===== src/rtl/lut_neuron_writer_if.sv =====
// Config and lookup bundle for lut_neuron_writer.
// The master side (host) drives the table load and lookup requests.
// The slave side (neuron) returns handshake, status and lookup results.
// When LUT_CHECKSUM_EN is defined, the bundle also carries cfg_sum.
interface lut_neuron_writer_if #(
  parameter int IN_BITS  = 6,
  parameter int OUT_BITS = 2
);
  logic                cfg_start;
  logic                cfg_valid;
  logic                cfg_ready;
  logic [OUT_BITS-1:0] cfg_data;
  logic                load_done;
  logic                in_valid;
  logic [IN_BITS-1:0]  M0;
  logic                out_valid;
  logic [OUT_BITS-1:0] M1;
  logic                lookup_err;
`ifdef LUT_CHECKSUM_EN
  logic [7:0]          cfg_sum;

  modport master (
    output cfg_start, cfg_valid, cfg_data, in_valid, M0,
    input  cfg_ready, load_done, out_valid, M1, lookup_err, cfg_sum
  );
  modport slave (
    input  cfg_start, cfg_valid, cfg_data, in_valid, M0,
    output cfg_ready, load_done, out_valid, M1, lookup_err, cfg_sum
  );
`else
  modport master (
    output cfg_start, cfg_valid, cfg_data, in_valid, M0,
    input  cfg_ready, load_done, out_valid, M1, lookup_err
  );
  modport slave (
    input  cfg_start, cfg_valid, cfg_data, in_valid, M0,
    output cfg_ready, load_done, out_valid, M1, lookup_err
  );
`endif
endinterface


===== src/rtl/lut_neuron_writer.sv =====
// Runtime-loadable LogicNets neuron truth table.
// The 2**IN_BITS x OUT_BITS table is streamed in address order over the
// cfg valid/ready port. It is then served as registered one-cycle lookups
// (M0 -> M1).
// The optional macro LUT_CHECKSUM_EN adds the cfg_sum output, which is the
// mod-256 sum of the accepted beats of the current load.
module lut_neuron_writer #(
  parameter int IN_BITS  = 6,
  parameter int OUT_BITS = 2
) (
  input  logic                 clk,
  input  logic                 rst_n,
  lut_neuron_writer_if.slave   bus
);
  localparam int DEPTH = 1 << IN_BITS;
  localparam logic [IN_BITS-1:0] LAST_ADDR = {IN_BITS{1'b1}};

  typedef enum logic [0:0] {
    ST_LOAD = 1'b0,
    ST_RUN  = 1'b1
  } state_e;

  state_e              state_q, state_d;
  logic [IN_BITS-1:0]  waddr_q, waddr_d;
  logic                out_valid_q, out_valid_d;
  logic [OUT_BITS-1:0] m1_q, m1_d;
  logic                lookup_err_q, lookup_err_d;
  logic                cfg_ready_s;
  logic                load_done_s;
  logic                wr_en_s;
  logic                rd_en_s;
  logic [OUT_BITS-1:0] rd_data_s;
  logic [OUT_BITS-1:0] table_mem [DEPTH];

  // State register: reset forces a fresh load starting at entry 0.
  always_ff @(posedge clk or negedge rst_n) begin
    if (!rst_n) begin
      state_q <= ST_LOAD;
    end else begin
      state_q <= state_d;
    end
  end

  // Next state: cfg_start always restarts the load, even over the final beat.
  always_comb begin
    state_d = state_q;
    if (bus.cfg_start) begin
      state_d = ST_LOAD;
    end else begin
      case (state_q)
        ST_LOAD: begin
          if (bus.cfg_valid && (waddr_q == LAST_ADDR)) begin
            state_d = ST_RUN;
          end else begin
            state_d = ST_LOAD;
          end
        end
        ST_RUN:  state_d = ST_RUN;
        default: state_d = ST_LOAD;
      endcase
    end
  end

  // State decode: load handshake while loading, lookups while running.
  always_comb begin
    cfg_ready_s = 1'b0;
    load_done_s = 1'b0;
    wr_en_s     = 1'b0;
    rd_en_s     = 1'b0;
    case (state_q)
      ST_LOAD: begin
        cfg_ready_s = 1'b1;
        wr_en_s     = bus.cfg_valid & ~bus.cfg_start;
      end
      ST_RUN: begin
        load_done_s = 1'b1;
        rd_en_s     = bus.in_valid;
      end
      default: begin
        cfg_ready_s = 1'b0;
        load_done_s = 1'b0;
      end
    endcase
  end

  // Write address, lookup pipeline and the sticky error flag.
  always_comb begin
    waddr_d      = waddr_q;
    out_valid_d  = rd_en_s;
    m1_d         = m1_q;
    lookup_err_d = lookup_err_q;
    if (bus.cfg_start) begin
      waddr_d = {IN_BITS{1'b0}};
    end else if (wr_en_s) begin
      waddr_d = waddr_q + {{(IN_BITS-1){1'b0}}, 1'b1};
    end else begin
      waddr_d = waddr_q;
    end
    if (rd_en_s) begin
      m1_d = rd_data_s;
    end else begin
      m1_d = m1_q;
    end
    if (bus.cfg_start) begin
      lookup_err_d = 1'b0;
    end else if (bus.in_valid && !load_done_s) begin
      lookup_err_d = 1'b1;
    end else begin
      lookup_err_d = lookup_err_q;
    end
  end

  // Datapath registers with defined reset values.
  always_ff @(posedge clk or negedge rst_n) begin
    if (!rst_n) begin
      waddr_q      <= {IN_BITS{1'b0}};
      out_valid_q  <= 1'b0;
      m1_q         <= {OUT_BITS{1'b0}};
      lookup_err_q <= 1'b0;
    end else begin
      waddr_q      <= waddr_d;
      out_valid_q  <= out_valid_d;
      m1_q         <= m1_d;
      lookup_err_q <= lookup_err_d;
    end
  end

  // Table storage: one synchronous write port, no reset (distributed RAM).
  always_ff @(posedge clk) begin
    if (wr_en_s) begin
      table_mem[waddr_q] <= bus.cfg_data;
    end
  end

  assign rd_data_s      = table_mem[bus.M0];
  assign bus.cfg_ready  = cfg_ready_s;
  assign bus.load_done  = load_done_s;
  assign bus.out_valid  = out_valid_q;
  assign bus.M1         = m1_q;
  assign bus.lookup_err = lookup_err_q;

`ifdef LUT_CHECKSUM_EN
  logic [7:0] sum_q, sum_d;

  // Checksum: cleared by cfg_start, accumulates accepted beats, frozen in RUN.
  always_comb begin
    sum_d = sum_q;
    if (bus.cfg_start) begin
      sum_d = 8'd0;
    end else if (wr_en_s) begin
      sum_d = sum_q + 8'(bus.cfg_data);
    end else begin
      sum_d = sum_q;
    end
  end

  // Checksum register.
  always_ff @(posedge clk or negedge rst_n) begin
    if (!rst_n) begin
      sum_q <= 8'd0;
    end else begin
      sum_q <= sum_d;
    end
  end

  assign bus.cfg_sum = sum_q;
`endif
endmodule

===== src/flat_wrapper.sv =====
// flat-port wrapper written by rule: the top's interface ports become plain ports
module lut_neuron_writer_flat 
#(
  parameter int IN_BITS  = 6,
  parameter int OUT_BITS = 2
)
  (clk, rst_n, bus_cfg_start, bus_cfg_valid, bus_cfg_data, bus_in_valid, bus_M0, bus_cfg_ready, bus_load_done, bus_out_valid, bus_M1, bus_lookup_err);
  lut_neuron_writer_if #(.IN_BITS(IN_BITS), .OUT_BITS(OUT_BITS)) bus_i ();
  input  logic clk;
  input  logic rst_n;
  input wire logic [$bits(bus_i.cfg_start)-1:0] bus_cfg_start;
  input wire logic [$bits(bus_i.cfg_valid)-1:0] bus_cfg_valid;
  input wire logic [$bits(bus_i.cfg_data)-1:0] bus_cfg_data;
  input wire logic [$bits(bus_i.in_valid)-1:0] bus_in_valid;
  input wire logic [$bits(bus_i.M0)-1:0] bus_M0;
  output wire logic [$bits(bus_i.cfg_ready)-1:0] bus_cfg_ready;
  output wire logic [$bits(bus_i.load_done)-1:0] bus_load_done;
  output wire logic [$bits(bus_i.out_valid)-1:0] bus_out_valid;
  output wire logic [$bits(bus_i.M1)-1:0] bus_M1;
  output wire logic [$bits(bus_i.lookup_err)-1:0] bus_lookup_err;
  assign bus_i.cfg_start = bus_cfg_start;
  assign bus_i.cfg_valid = bus_cfg_valid;
  assign bus_i.cfg_data = bus_cfg_data;
  assign bus_i.in_valid = bus_in_valid;
  assign bus_i.M0 = bus_M0;
  assign bus_cfg_ready = bus_i.cfg_ready;
  assign bus_load_done = bus_i.load_done;
  assign bus_out_valid = bus_i.out_valid;
  assign bus_M1 = bus_i.M1;
  assign bus_lookup_err = bus_i.lookup_err;
  lut_neuron_writer #(.IN_BITS(IN_BITS), .OUT_BITS(OUT_BITS)) u_core (.clk(clk), .rst_n(rst_n), .bus(bus_i));
endmodule

===== config.mk =====
export PLATFORM = sky130hd
export DESIGN_NAME = lut_neuron_writer_flat
export DESIGN_NICKNAME = d
export VERILOG_FILES = /design/src/rtl/lut_neuron_writer_if.sv /design/src/rtl/lut_neuron_writer.sv /design/src/flat_wrapper.sv
export SDC_FILE = /design/constraint.sdc
export NUM_CORES = 1
export LEC_CHECK = 0
export CORE_ASPECT_RATIO = 1.75
export CORE_UTILIZATION = 45
export DETAILED_ROUTE_END_ITERATION = 12
export PLACE_DENSITY = 0.62
export SLEW_MARGIN = 5
export SYNTH_ARGS = -nofsm -noshare
export SYNTH_HDL_FRONTEND = slang
export SYNTH_SLANG_ARGS = --single-unit
export TNS_END_PERCENT = 30

===== constraint.sdc =====
create_clock -name clk -period 2.3 [get_ports clk]
set_clock_uncertainty 0.05 [all_clocks]
set_input_delay 0.345 -clock clk [delete_from_list [all_inputs] [get_ports clk]]
set_output_delay 0.345 -clock clk [all_outputs]
set_load 0.05 [all_outputs]

-- Yosys cells after proc, flatten, opt, wreduce, memory -nomap -nowiden
Memory sizes are Yosys's and may differ from the RTL's. A register that Yosys moved wholly into a read port is not among the register bits.
Index checks and enable logic that the tools add are counted.
W data, S select, Z words.
- bitwise gates (word level): 3
- eq/ne operators: 1
- mux-type cells: 13
- reduce and logical (&&, ||, !) cells: 6
- $add $sub $neg: 1
- operators with widths (kind ; count):
    $mux W6 ; 2
    $mux W1 ; 10
    $add A6 B1 Y6 const B ; 1
    $eq A6 B6 Y1 const B ; 1
    $reduce_bool A2 Y1 ; 2
    $logic_and A1 B1 Y1 ; 2
    $logic_not A1 Y1 ; 2
    $not A1 Y1 ; 2
    $pmux W1 S2 ; 1
    $and A1 B1 Y1 ; 1
- bits in writable memories: 128
- register bits after elaboration: 9
- output and inout bits: 6
- memories kept: 1
- input bits: 13
- logic and storage cells: 29
- memories (name ; words ; bits a word ; rd ports ; clocked after Yosys merged registers in ; wr ports ; RTL line ; RTL):
    u_core.table_mem ; 64 ; 2 ; 1 ; 1 ; 1 ; lut_neuron_writer.sv:33 ; logic [OUT_BITS-1:0] table_mem [DEPTH];

-- Depth between registers and ports, before layout
Gate-level depths: netlist (run 1).
- depth after elaboration: 5
- mapped depth: 8
- mapped depth without buffers: 6

-- Least setup slack after synthesis (run 1)
No wires, ideal clock.
- kind: register to register
- start point: reg u_core.state_q
- end point: mem u_core.table_mem[62][0] (enable)
- path buffers: 1
- period minus slack after synthesis: 2137 ps
- arrival: 1775 ps
- cell stages (with the launch flop): 6
- data required time: 1939 ps
- setup time: 311 ps
- slack: 163 ps
- cell sequence: dfrtp_1 nor2b_1 clkbuf_1 nor3b_1 nand3_1 nor2_1
- cells in the longest elaborated chain, start to end: 3
- RTL lines (item ; RTL line ; RTL):
    start, declared ; lut_neuron_writer.sv:23 ; state_e state_q, state_d;
    start signal, assigned ; lut_neuron_writer.sv:40 ; state_q <= state_d;
    $mux W1 ; lut_neuron_writer.sv:70 ; case (state_q)
    $mux W1 ; lut_neuron_writer.sv:130 ; if (wr_en_s) begin
    $mux W1 (not written as such) ; lut_neuron_writer.sv:131 ; table_mem[waddr_q] <= bus.cfg_data;
    end, declared ; lut_neuron_writer.sv:33 ;
No other way between the ends.

-- Worst setup path in the final report (run 1)
- start point: reg u_core.state_q
- end point: out bus_cfg_ready
- cells in the longest elaborated chain, start to end: 1
- RTL lines (item ; RTL line ; RTL):
    $mux W1 ; lut_neuron_writer.sv:70 ;
    end, declared ; flat_wrapper.sv:16 ; output wire logic [$bits(bus_i.cfg_ready)-1:0] bus_cfg_ready;
No other way between the ends.

==> results.md, run 1 <==
Outcome:
- The flow ran to the end, and the final reports show no timing, DRC or antenna violations.

Synthesis:
- The synthesized netlist occupies a cell area of 0.005823 mm².
- The count of mapped cells out of synthesis is roughly 360.
- In the synthesized netlist the async set-or-reset flop fraction comes to 0.07914.
- The share of the Yosys chip area taken by registers is 0.7073.
- The post-synth net total is about 380.
- The mean post-synth cell area is between 15 and 20 µm².
- The number of enable flip-flop cells after synthesis is 128.
- Sorting the synthesized cells by area gives the leading types as sky130_fd_sc_hd__edfxtp_1 (66%), sky130_fd_sc_hd__mux4_2 (9.3%), sky130_fd_sc_hd__nor2_1 (5.0%).
- Yosys printed 0 warnings.
- The most used flip-flop cell after synthesis is sky130_fd_sc_hd__edfxtp_1.
- In this run, distinct cell masters in the synthesized netlist total 40.
- Of the post-synthesis cell area, the dominant cell type holds 0.6601.
- sky130_fd_sc_hd__edfxtp_1 takes more of the synthesized area than any other cell.
- The number of synthesized register bits is ~140.

Place:
- Input and output buffers added on the ports amount to 18.
- The wire-length estimate of the detail-placed layout is between 8 and 9 mm.
- Summing all placed instances gives a cell area of 0.006372 mm².
- Before CTS, the worst setup slack after placement is -0.05031 ns.
- Routability-driven placement finished with a final weighted congestion of 0.7791.

Timing:
- The final count of pins violating max slew is 0.
- The final cycle utilization of the critical path is 0.9312.
- The post-route worst setup slack is around 0.16 ns.
- The max-slew headroom at the worst pin is 0.5722.
- Setup repair after global routing left no endpoint under its margin.
- Hold is met by between 0.2 and 0.3 ns.
- The clock period could shrink to 2.142 ns.
- The count of final hold-check violations was 0.
- Timing would allow up to 466.9 MHz.
- Setup violations remaining at the end of the flow were counted as 0.
- For the pin with the worst max-slew slack, the measured transition is 0.6417 ns.

Clock network:
- CTS built an H-tree with a depth of 4.
- The number of gates resized after cts is 0.
- The CTS buffer count is 17.
- The number of buffers between clock root and the deepest sink is 2.
- The latest clock arrival within the worst-skew pair is 0.41 ns.
- The tree built by TritonCTS fans out to roughly 140 sinks.
- The clock tree root driver cell is sky130_fd_sc_hd__clkbuf_16.
- The number of hold-repair buffers added at the cts stage is 0.
- Clock-pin slew was measured on the worst setup and hold paths at 0.06 ns.
- The post-CTS setup buffer count is 0.
- TritonCTS built the clock tree.

Finish:
- The filler cells instantiated in the layout total 1035.
- The most common cell after layout, fill and taps aside is sky130_fd_sc_hd__edfxtp_1.
- Summing all non-filler instances in the final layout gives an area of between 0.007 and 0.008 mm².
- The utilization of the core after routing is 0.5586.
- Leaving out fill and tap cells, the most frequent cells in the layout are sky130_fd_sc_hd__edfxtp_1 (128), sky130_fd_sc_hd__nor2_1 (78), sky130_fd_sc_hd__buf_4 (27).
- The area overhead of the layout relative to synthesis is 20.56%.
- The net count reported at finish is approximately 420.
- The count of inserted antenna diode cells is 0.
- The share of final-layout standard cells stronger than drive strength 1 is 0.2227.

Critical path:
- The arrival time of the worst setup path is 1.75 ns.
- The worst setup path is captured at a primary output.
- For the worst setup path, the data required time is about 1.9 ns.
- The maximum net fanout on the critical path is 5.
- The flop-to-flop setup slack is 0.37 ns.
- STA classifies the critical path startpoint as a flip-flop.
- The critical setup path kind is reg -> out.

Pwr:
- The worst IR drop on VDD is slightly above 0.5 mV.
- The post-layout total power is 6.012 mW.
- Power spread over the standard cell area amounts to 856.4 mW/mm².
- The analysis attributes to cell leakage a power of 2.372 nW.

Detailed routing:
- The count of antenna-violating nets left after detailed routing is 0.
- The first routing iteration left 188 violations.
- The total iterations of the first detailed-routing run is 4.
- In the routed design, unresolved DRC markers number 0.
- For this block, the routed nets add up to 12.52 mm of wire.
- The routed length per instance is about 21 µm.
- After detailed routing, the number of vias per cell comes to 5.407.
- The routed layout has between 3000 and 4000 vias.

Die:
- The y dimension of the die is between 150 and 200 µm.
- Pin placement for this block handled 19 I/O pins.
- The floorplan row count is 54.
- The area of the core region is 0.01257 mm².
- For this configuration, the core starts out at a cell density of 0.4634.
- The die area is ~0.013 mm².
- The die is about 90 µm wide.

Global routing:
- The number of global-route vias before repair is 3519.
- Entering global routing, the biggest net connects 65 pins.
- The first global-routing pass estimated 19.56 mm of wire.
- The aggregate global-route resource usage is 0.2099.
- The number of antenna violations at the first check in global routing was 0.
- The total overflow reported by the global router is 0.

Job:
- Across the run, the number of max-cap violations was 0.

Hold path:
- The class of the worst hold path is in -> async.
cell usage after synthesis, drive strengths merged, types with 2 or more instances:
cell and number:
clkbuf 11, nor3b 2, or3b 2, dfrtp 11
nand3 8, buf 11, o2111ai 2, nor3 3
nand3b 3, o21ai 3, mux2i 22, edfxtp 128
nand2 16, a22oi 2, or3 2, nor2b 6
nand4 4, mux4 27, inv 2, xor2 3
a21oi 3, nor2 78
registers in the layout, summed over array words and instances, names as in the netlist:
register	cells
u_core.bus.lookup_err	1
u_core.bus.out_valid	1
u_core.bus.M1	2
u_core.state_q	1
u_core.table_mem	128
u_core.waddr_q	6
stage by stage:
step,setup TNS (ns),cells
after CTS,0,590
after detailed placement,-0.1119,558
final,0,590
after floorplan,0,363
after global routing,0,590
after global placement,-0.06549,558
per-layer routing:
layer / routed length [µm] / global-route usage
met1: 4673 / 0.2375
met2: 7043 / 0.3699
met3: 474 / 0.05038
met4: 329 / 0.08587
met5: 0 / 0
critical path, cell delays in order, from the launching register on:
cell                              delay, ns
sky130_fd_sc_hd__dfrtp_1               0.42
sky130_fd_sc_hd__inv_1                 0.10
sky130_fd_sc_hd__clkdlybuf4s50_1       0.80
worst paths after layout:
kind	startpoint	endpoint	cells after the start
max	u_core.state_q	bus_cfg_ready	2
min	rst_n	u_core.bus.lookup_err	1
max reg2reg	u_core.state_q	u_core.table_mem[22][0]	6
min reg2reg	u_core.bus.lookup_err	u_core.bus.lookup_err	2
max in group asynchronous	rst_n	u_core.bus.M1[1]	1
min in group clk	bus_cfg_data[1]	u_core.table_mem[1][1]	1
area by class of cell:
cell class	count	area (µm²)	area share
inverters	2	7.507	0.001069
repair buffers	49	442.9	0.06309
flip-flops and latches	139	4119	0.5867
multi-input cells	200	1593	0.2269
clock inverters	14	219.0	0.03119
clock buffers	18	429.2	0.06113
well taps	168	210.2	0.02994
cells by family after synthesis:
group,Yosys count,synth area share
AO/OA/AOI/OAI,16,0.02063
XOR/XNOR,4,0.006017
flip-flops,139,0.7073
multiplexers,50,0.1461
buffers and inverters,24,0.01912
AND/OR/NAND/NOR,129,0.09863
adder cells (fa/ha/maj),1,0.002148
report_power, final:
group | total, mW | switching (mW) | internal, mW | leakage (nW)
sequential | 2.78 | 0.00835 | 2.77 | 1.30
clock | 2.95 | 1.02 | 1.93 | 0.313
combinational | 0.281 | 0.156 | 0.125 | 0.758
total | 6.01 | 1.19 | 4.82 | 2.37
No activity file was read; power rests on OpenSTA's default activity.
==> run 2, diff against run 1 <==
Clock period 2.3 ns to 2.75 ns, I/O delays scaled along.
==> run 2 against run 1 <==
Combinational power down 23%. Worst setup slack better by 0.38 ns. Sequential power is 17% lower. Sequential share of layout area grew 1.3 points. Utilization decreased by 1.2 points. Critical path depth unchanged. Count of clock-buffer cells in the layout is 1 lower. Routed wire length fell by 2.8%. First-iteration DRC count is 1.1% lower. Global-route usage down 0.86 points. Critical endpoint unchanged. Largest power group unchanged.
==> results.md, run 2 (same netlist as run 1, synthesis figures left out) <==
Timing:
- For the finished layout, the period the worst path requires is 2.212 ns.
- Setup repair after global routing left no endpoint under its margin.
- The final cycle utilization of the critical path is 0.8044.
- The worst pin sits at a relative slew slack of 0.5965.
- The count of final hold-check violations is 0.
- The total of endpoints with negative setup slack in the final report is 0.
- The aggregate negative setup slack is 0 ns.
- The achievable frequency is 452.1 MHz.
- The final count of pins violating max slew is 0.
- The worst-margin pin slew is between 0.6 and 0.7 ns.

Clock network:
- The maximum level of the CTS H-tree is 4.
- Clock tree synthesis found a total of approximately 140 sinks.
- At the later pin of the worst-skew pair, clock insertion delay measures 0.42 ns.
- The number of hold-repair buffers added at the cts stage is 0.
- The post-CTS setup buffer count is 0.
- TritonCTS built the clock tree.
- Clock tree synthesis inserted a total of 17 buffers.
- The root buffer cell chosen for the clock tree is sky130_fd_sc_hd__clkbuf_16.
- The number of gates resized after cts is 0.
- Counting along the longest clock path gives a buffer depth of 2.
- The clock transition at the registers of the reported paths is about 0.06 ns.

Global routing:
- The total overflow reported by the global router is 0.
- The number of global-route vias before repair came to 3403.
- The number of antenna violations at the first check in global routing is 0.
- In the global route stage, overall resource usage came out at 0.2013.
- The wire length of the first global-routing pass is about 19 mm.
- The pin count of the biggest net entering global routing is 33.

Pwr:
- The internal portion of the total power is 4.015 mW.
- Of the total power, combinational logic draws 0.043.
- In this run the power spent charging and discharging nets is 0.9961 mW.
- Of the total power, the share spent switching nets is 0.1988.
- The clock network power share is 0.493.
- The total power density per cell area is 729.3 mW/mm².
- VDD sags by at most 0.4420 mV.
- The share of total power dissipated in sequential elements is 0.463.
- In this run the static leakage power is roughly 2.3 nW.

Detailed routing:
- In the routed layout, each cell is associated on average with a via count of between 5 and 6.
- The count of antenna-violating nets left after detailed routing is 0.
- In the final routed layout, each cell accounts on average for 21.17 µm.
- The final routed DRC violation total is 0.
- The first detailed-routing pass ran for 4 iterations.
- The violation count after the first detailed-route iteration is 186.
- The total number of vias is 3253.
- The total length of routed wires is 12.17 mm.

Critical path:
- The required time reported for the critical path endpoint is 2.29 ns.
- STA classifies the critical path startpoint as a flip-flop.
- Of all nets on the critical path, the largest fanout is 5.
- The setup path with the least slack is of type reg -> out.
- The arrival time of the worst setup path is 1.75 ns.
- The worst setup path is captured at a primary output.

Outcome:
- The run finished with clean final reports.

Finish:
- The count of inserted antenna diode cells is 0.
- In the layout the commonest cells are sky130_fd_sc_hd__edfxtp_1 (128), sky130_fd_sc_hd__nor2_1 (78), sky130_fd_sc_hd__mux4_2 (24).
- The register with the most flip-flops in the layout has 128 of them.
- The share of final-layout standard cells stronger than drive strength 1 is 0.1990.
- Relative to the synthesized area, the layout overhead comes to 18.01%.
- The fill cell instance count of the final layout is 1048.
- Leaving out fill and tap cells, the most frequent cell in the layout is sky130_fd_sc_hd__edfxtp_1.
- The utilization of the core after routing is 0.5468.
- The net count reported at finish is 408.
- The largest register by flop count is u_core.table_mem.

Die:
- The initial utilization of the core area, before any placement, comes to 0.4634.
- The die covers 0.01342 mm².
- The area of the core region is 0.01257 mm².
- The floorplan row count is 54.
- The die boundary width is between 80 and 90 µm.
- In this run the vertical extent of the chip is 152.5 µm.
- The number of ports placed on the die boundary is 19.

Place:
- Once detailed placement completed, the half-perimeter wirelength came to 8.462 mm.
- The weighted congestion at the end of routability-driven global placement is 0.7638.
- During placement, the flow inserted port buffers numbering 18.

Job:
- The tool flagged a number of max-cap violations equal to 0.

Hold path:
- The path class of the tightest hold or removal check is in -> async.
-- run 2: changes by cell type in the layout (fill, tap and decap cells not counted), moves of 2 or more --
cell                       change
sky130_fd_sc_hd__buf_12        -3
sky130_fd_sc_hd__buf_4        -12
sky130_fd_sc_hd__clkinv_2      +2
sky130_fd_sc_hd__inv_6         -2
-- run 2: cell type report --
type,instances,area [µm²],share of cell area
flip-flops and latches,139,4119,0.5994
clock inverters,15,224.0,0.03259
repair buffers,34,292.8,0.04261
well taps,168,210.2,0.03059
multi-input cells,200,1593,0.2318
clock buffers,17,425.4,0.06191
inverters,2,7.507,0.001092
-- run 2: power by group through the flow --
stage	combinational, mW	sequential (mW)	clock [mW]
6_report	0.217	2.32	2.47
5_1_grt	0.234	2.32	2.56
4_1_cts	0.222	2.32	2.49
3_5_place_dp	0.221	2.37	0
3_3_place_gp	0.217	2.37	0
2_1_floorplan	0.119	2.37	0
-- run 2: metal layers --
layer,global-route usage,up-vias,wire length [µm]
met3,0.04821,29,431
met2,0.3459,88,6604
met5,0,-,0
li1,-,1459,-
met1,0.2338,1677,4775
met4,0.08899,0,359
-- run 2: worst paths after layout --
| kind | from | endpoint | slack, ns | cells after the start |
|---|---|---|---|---|
| worst max register to register | u_core.state_q | u_core.table_mem[30][1] | 0.60 | 4 |
| min in group clk | bus_cfg_data[1] | u_core.table_mem[21][1] | 0.40 | 1 |
| worst min-delay path | rst_n | u_core.waddr_q[5] | 0.33 | 1 |
| max in group asynchronous | rst_n | u_core.bus.M1[1] | 1.93 | 1 |
| worst max-delay path | u_core.state_q | bus_cfg_ready | 0.54 | 2 |
| worst min register to register | u_core.bus.M1[1] | u_core.bus.M1[1] | 0.45 | 2 |
-- run 2: through the flow --
step / cell area [µm²] / power, mW / worst slack, ns / hold slack (ns) / cells
2_1_floorplan: 5823 / 2.488 / 0.6135 / 0.06691 / 363
3_3_place_gp: 6222 / 2.583 / 0.2564 / 0.4360 / 543
3_5_place_dp: 6222 / 2.587 / 0.1414 / 0.4483 / 543
4_1_cts: 6872 / 5.037 / 0.5073 / 0.3408 / 575
5_1_grt: 6872 / 5.121 / 0.3364 / 0.3745 / 575
6_report: 6872 / 5.011 / 0.5379 / 0.3281 / 575
-- run 2: critical path, stage by stage, from the launching register on --
cell and delay, ns:
sky130_fd_sc_hd__dfrtp_1 0.43, sky130_fd_sc_hd__inv_1 0.10, sky130_fd_sc_hd__clkdlybuf4s50_1 0.81
